### config.mk
export PLATFORM = sky130hd
export DESIGN_NAME = wb_regfile
export DESIGN_NICKNAME = d
export VERILOG_FILES = /design/src/rtl/wb_regfile.sv
export SDC_FILE = /design/constraint.sdc
export NUM_CORES = 2
export LEC_CHECK = 0
export CAP_MARGIN = 20
export CORE_ASPECT_RATIO = 1.75
export CORE_MARGIN = 2
export CORE_UTILIZATION = 36
export CTS_BUF_LIST = sky130_fd_sc_hd__clkbuf_8
export CTS_CLUSTER_SIZE = 30
export DETAILED_ROUTE_END_ITERATION = 12
export GPL_ROUTABILITY_DRIVEN = 0
export GPL_TIMING_DRIVEN = 1
export PLACE_DENSITY = 0.53
export SLEW_MARGIN = 15
export SYNTH_ARGS = -nofsm -noshare
export SYNTH_HDL_FRONTEND = slang
export SYNTH_SLANG_ARGS = --single-unit
### constraint.sdc
create_clock -name clk -period 7.5 [get_ports clk]
set_input_delay 1.5 -clock clk [delete_from_list [all_inputs] [get_ports clk]]
set_output_delay 1.5 -clock clk [all_outputs]
set_load 0.05 [all_outputs]
### src/rtl/wb_regfile.sv
// wb_regfile -- MIPS write-back stage and 32x32 architectural register file.
//
// Picks the write-back value from the MEM/WB register and commits it to the
// register file on the rising clock edge. It also serves the two combinational
// ID-stage read ports, exports the write-back value for EX forwarding, and
// counts committed writes.
//
// Optional feature: define WB_BYPASS_EN for write-first read ports. A read of
// the register being committed then returns WrData in the same cycle. When the
// macro is undefined, the read ports return stored contents only, and the
// hazard unit must stall ID on an AddrC match.
//
// Ports
//   clk           clock; all writes on the rising edge
//   reset         asynchronous, active-low reset
//   RegWr         write enable from MEM/WB
//   MemToReg      write-back source: 00/11 ALUOut, 01 ReadData, 10 pc_plus_4
//   AddrC         destination register
//   ALUOut        ALU result
//   ReadData      data-memory load result
//   pc_plus_4     link address (jal/jalr)
//   AddrA, AddrB  read port addresses (rs, rt)
//   DataA, DataB  read port data; $0 always reads 0
//   WrData        selected write-back value
//   wb_commit_cnt number of committed register writes; wraps silently
module wb_regfile #(
  parameter int DATA_W = 32,
  parameter int ADDR_W = 5,
  parameter int CNT_W  = 32
) (
  input  logic              clk,
  input  logic              reset,
  input  logic              RegWr,
  input  logic [1:0]        MemToReg,
  input  logic [ADDR_W-1:0] AddrC,
  input  logic [DATA_W-1:0] ALUOut,
  input  logic [DATA_W-1:0] ReadData,
  input  logic [DATA_W-1:0] pc_plus_4,
  input  logic [ADDR_W-1:0] AddrA,
  input  logic [ADDR_W-1:0] AddrB,
  output logic [DATA_W-1:0] DataA,
  output logic [DATA_W-1:0] DataB,
  output logic [DATA_W-1:0] WrData,
  output logic [CNT_W-1:0]  wb_commit_cnt
);

  localparam int NREGS = 2**ADDR_W;

  logic [DATA_W-1:0] regs [NREGS];
  logic [CNT_W-1:0]  commit_cnt;
  logic              commit;

  function automatic logic [DATA_W-1:0] wb_select(
    input logic [1:0]        sel,
    input logic [DATA_W-1:0] alu,
    input logic [DATA_W-1:0] mem,
    input logic [DATA_W-1:0] link
  );
    case (sel)
      2'b01:   return mem;
      2'b10:   return link;
      default: return alu;
    endcase
  endfunction

  assign WrData = wb_select(MemToReg, ALUOut, ReadData, pc_plus_4);

  // Writes to $0 are dropped. A held reset also blocks the commit, so the
  // bypass path cannot leak WrData while the file is being cleared.
  assign commit = RegWr && (AddrC != '0) && reset;

  // Commit stage: register file and commit counter
  always_ff @(posedge clk or negedge reset) begin
    if (!reset) begin
      for (int i = 0; i < NREGS; i++) regs[i] <= '0;
      commit_cnt <= '0;
    end else if (commit) begin
      regs[AddrC] <= WrData;
      commit_cnt  <= commit_cnt + {{(CNT_W-1){1'b0}}, 1'b1};
    end
  end

  assign wb_commit_cnt = commit_cnt;

  always_comb begin
    DataA = (AddrA == '0) ? '0 : regs[AddrA];
    DataB = (AddrB == '0) ? '0 : regs[AddrB];
`ifdef WB_BYPASS_EN
    // Write-first: the value committing at the next edge is visible now.
    if (commit && (AddrA == AddrC)) DataA = WrData;
    if (commit && (AddrB == AddrC)) DataB = WrData;
`else
    // Read-old: the hazard unit stalls ID on an AddrC match.
`endif
  end

endmodule

==> flow_metrics.env <==
export IMPL_maxCapViolations=0
export IMPL_p_per_area_nw_per_um2=236
export IMPL_postCtsSetupBuffers=0
export IMPL_outcome="finished clean"
export IMPL_hold_path_class="reg2reg"
export IMPL_die_y_um=521
export IMPL_setup_tns_final_ns=0
export IMPL_cts_buffers_inserted=175
export IMPL_yosys_top_cells_area="dfrtp_1 (48%), mux4_2 (15%), o21ai_0 (9.3%)"
export IMPL_synth_enable_flop_cells=0
export IMPL_final_min_clock_period_ns=6.73
export IMPL_hold_viol=0
export IMPL_cp_start_kind="input port"
export IMPL_drc=0
export IMPL_ys_warn_count=0
export IMPL_ctsHoldBuffers=0
export IMPL_synth_top_area_share=0.481
export IMPL_finalPower_mw=14.8
export IMPL_cts_sinks=1056
export IMPL_dpl_worst_slack_ns=0.759
export IMPL_h_tree_depth=4
export IMPL_globalRoute_busiestLayer="met2"
export IMPL_portBuffers=243
export IMPL_place_area_um2=59400
export IMPL_num_vias=42848
export IMPL_antenna_found_initial=12
export IMPL_rsz0062_at_grt="no"
export IMPL_grt_overflow=0
export IMPL_grt_pass1_vias=43199
export IMPL_wl_um=205000
export IMPL_met3_usage=0.0436
export IMPL_syn_inst=5199
export IMPL_dr_pass1_iters=5
export IMPL_worst_pin_slew_ns=1.16
export IMPL_grtUsageMet1=0.334
export IMPL_seq_area_frac_synth=0.481
export IMPL_drv_slew=0
export IMPL_syn_avg_cell_area_um2=10.6
export IMPL_setup_viol=0
export IMPL_fmax_ghz=0.149
export IMPL_viasPerCell=5.82
export IMPL_io_pins=244
export IMPL_die_area_um2=156000
export IMPL_grt_total_usage=0.261
export IMPL_netlist_area_um2=54900
export IMPL_cts_buffer_depth=4
export IMPL_grt_pass1_wl_um=300000
export IMPL_rows=189
export IMPL_ant_nets=0
export IMPL_postCtsResizedCells=0
export IMPL_power_leakage_nw=26.9
export IMPL_final_nets=5349
export IMPL_synth_top_flop_cell="dfrtp_1"
export IMPL_vdd_drop_max_v=0.000140
export IMPL_n_fill_cell=14825
export IMPL_required_ns=6.00
export IMPL_async_flop_share=1.00
export IMPL_skew_ns=0.0213
export IMPL_ys_types=44
export IMPL_start_util=0.362
export IMPL_synth_seq_cells=1056
export IMPL_drt_iter0_drc=3270
export IMPL_final_period_utilization=0.897
export IMPL_synth_nets=5318
export IMPL_cp_arrival_ns=5.23
export IMPL_yosysTopAreaCell="dfrtp_1"
export IMPL_gr_usage_met2=0.437
export IMPL_fin_ws_ns=0.771
export IMPL_insertion_delay_ns=0.87
export IMPL_area_growth_pct=14.2
export IMPL_max_slew_margin_rel=0.227
export IMPL_dp_hpwl_um=131000
export IMPL_cts_tree="built"
export IMPL_design_area_um2=62700
export IMPL_route_detailed_wl_per_inst_um=27.8
export IMPL_clock_root_buffer="clkbuf_8"
export IMPL_worst_setup_path_end_kind="output pin"
export IMPL_timing_critical_path_fanout_max=64
export IMPL_dieWidth_um=299
export IMPL_grt_max_degree=149
export IMPL_clk_pin_slew_ns=0.07
export IMPL_core_um2=152000
export IMPL_crit_type="in2out"
export IMPL_drive_gt1_frac=0.189
[report_power, final]
| group | leakage (nW) | switching (mW) | total, mW | internal [mW] |
|---|---|---|---|---|
| clock | 1.90 | 2.44 | 5.05 | 2.61 |
| sequential | 14.3 | 0.531 | 6.86 | 6.33 |
| combinational | 10.7 | 1.72 | 2.88 | 1.17 |
| total | 26.9 | 4.68 | 14.8 | 10.1 |
[sequential cells by signal, indices dropped and copies added, names as in the netlist]
signal / count
regs: 1024
wb_commit_cnt: 32
[final timing paths]
path                                  startpoint                 to  slack (ns)  cells past startpoint
worst max-delay path                    AddrB[1]          DataB[25]        0.77                      9
worst min-delay path                  regs[1021]         regs[1021]        0.40                      0
worst max register to register  wb_commit_cnt[6]  wb_commit_cnt[31]        5.46                      4
worst min register to register        regs[1021]         regs[1021]        0.40                      0
max in group asynchronous                  reset          regs[199]        3.77                      4
min in group asynchronous                  reset          regs[187]        0.63                      1
[critical path: stages]
cell and delay [ns]:
buf_8 0.60, buf_12 0.31, buf_12 0.29, mux4_2 0.27, mux2_2 0.16, o22ai_1 0.09
nor3_1 0.86, buf_4 0.23, clkdlybuf4s50_1 0.80
[cell families after synthesis]
logic type	count (synthesis)	share of synthesized area
mux	722	0.217
compound gates	1401	0.143
fa+ha+maj	3	0.000683
buf+inv	597	0.0459
simple gates	1389	0.107
xor+xnor	31	0.00494
flops	1056	0.481
[routing by layer]
| layer | vias to the layer above | part of all wire |
|---|---|---|
| met1 | 21874 | 0.40 |
| li1 | 18809 | - |
| met3 | 467 | 0.065 |
| met4 | 12 | 0.044 |
| met5 | - | 0.00036 |
| met2 | 1686 | 0.49 |
[layout make-up]
| class | count | area, um^2 | area share |
|---|---|---|---|
| Timing Repair Buffer | 415 | 3930 | 0.0626 |
| Clock buffer | 216 | 2970 | 0.0474 |
| Antenna cell | 10 | 25.0 | 0.000399 |
| Sequential cell | 1056 | 26400 | 0.421 |
| Multi-Input combinational cell | 3546 | 26400 | 0.421 |
| Tap cell | 2005 | 2510 | 0.0400 |
| Inverter | 36 | 135 | 0.00215 |
| Clock inverter | 72 | 343 | 0.00547 |
[Yosys cell counts (all sizes together), types with 36 or more instances]
library cell and instances:
a211oi 52, a21oi 65, a22oi 132, buf 142, clkbuf 419, dfrtp 1056
inv 36, mux2 127, mux2i 232, mux4 363, nand2 1034, nand4 65
nor2 71, nor2b 74, nor3 49, o21ai 1024, o22ai 47
[through the flow]
step	hold WS, ns	util	cells
final	0.399	0.414	7356
after global routing	0.412	0.414	7350
after CTS	0.400	0.413	7345
after detailed placement	0.384	0.392	7057
after global placement	0.384	0.391	7056
after floorplan	0.441	-	5199
[cells in the final DEF (no fill, tap or decap), types with 65 or more instances in the layout]
| cell type | Yosys | routed |
|---|---|---|
| inv_1 | 36 | 83 |
| clkbuf_8 | 0 | 216 |
| dfrtp_1 | 1056 | 1056 |
| buf_4 | 27 | 182 |
| mux2i_1 | 232 | 232 |
| a22oi_1 | 132 | 132 |
| o21ai_0 | 1024 | 1024 |
| mux4_2 | 362 | 362 |
| nand4_1 | 65 | 65 |
| mux2_2 | 127 | 127 |
| nor2b_1 | 74 | 70 |
| clkdlybuf4s50_1 | 0 | 205 |
| nand2_1 | 1034 | 1032 |
| nor2_1 | 70 | 68 |
No activity file was read; power rests on OpenSTA's default activity.
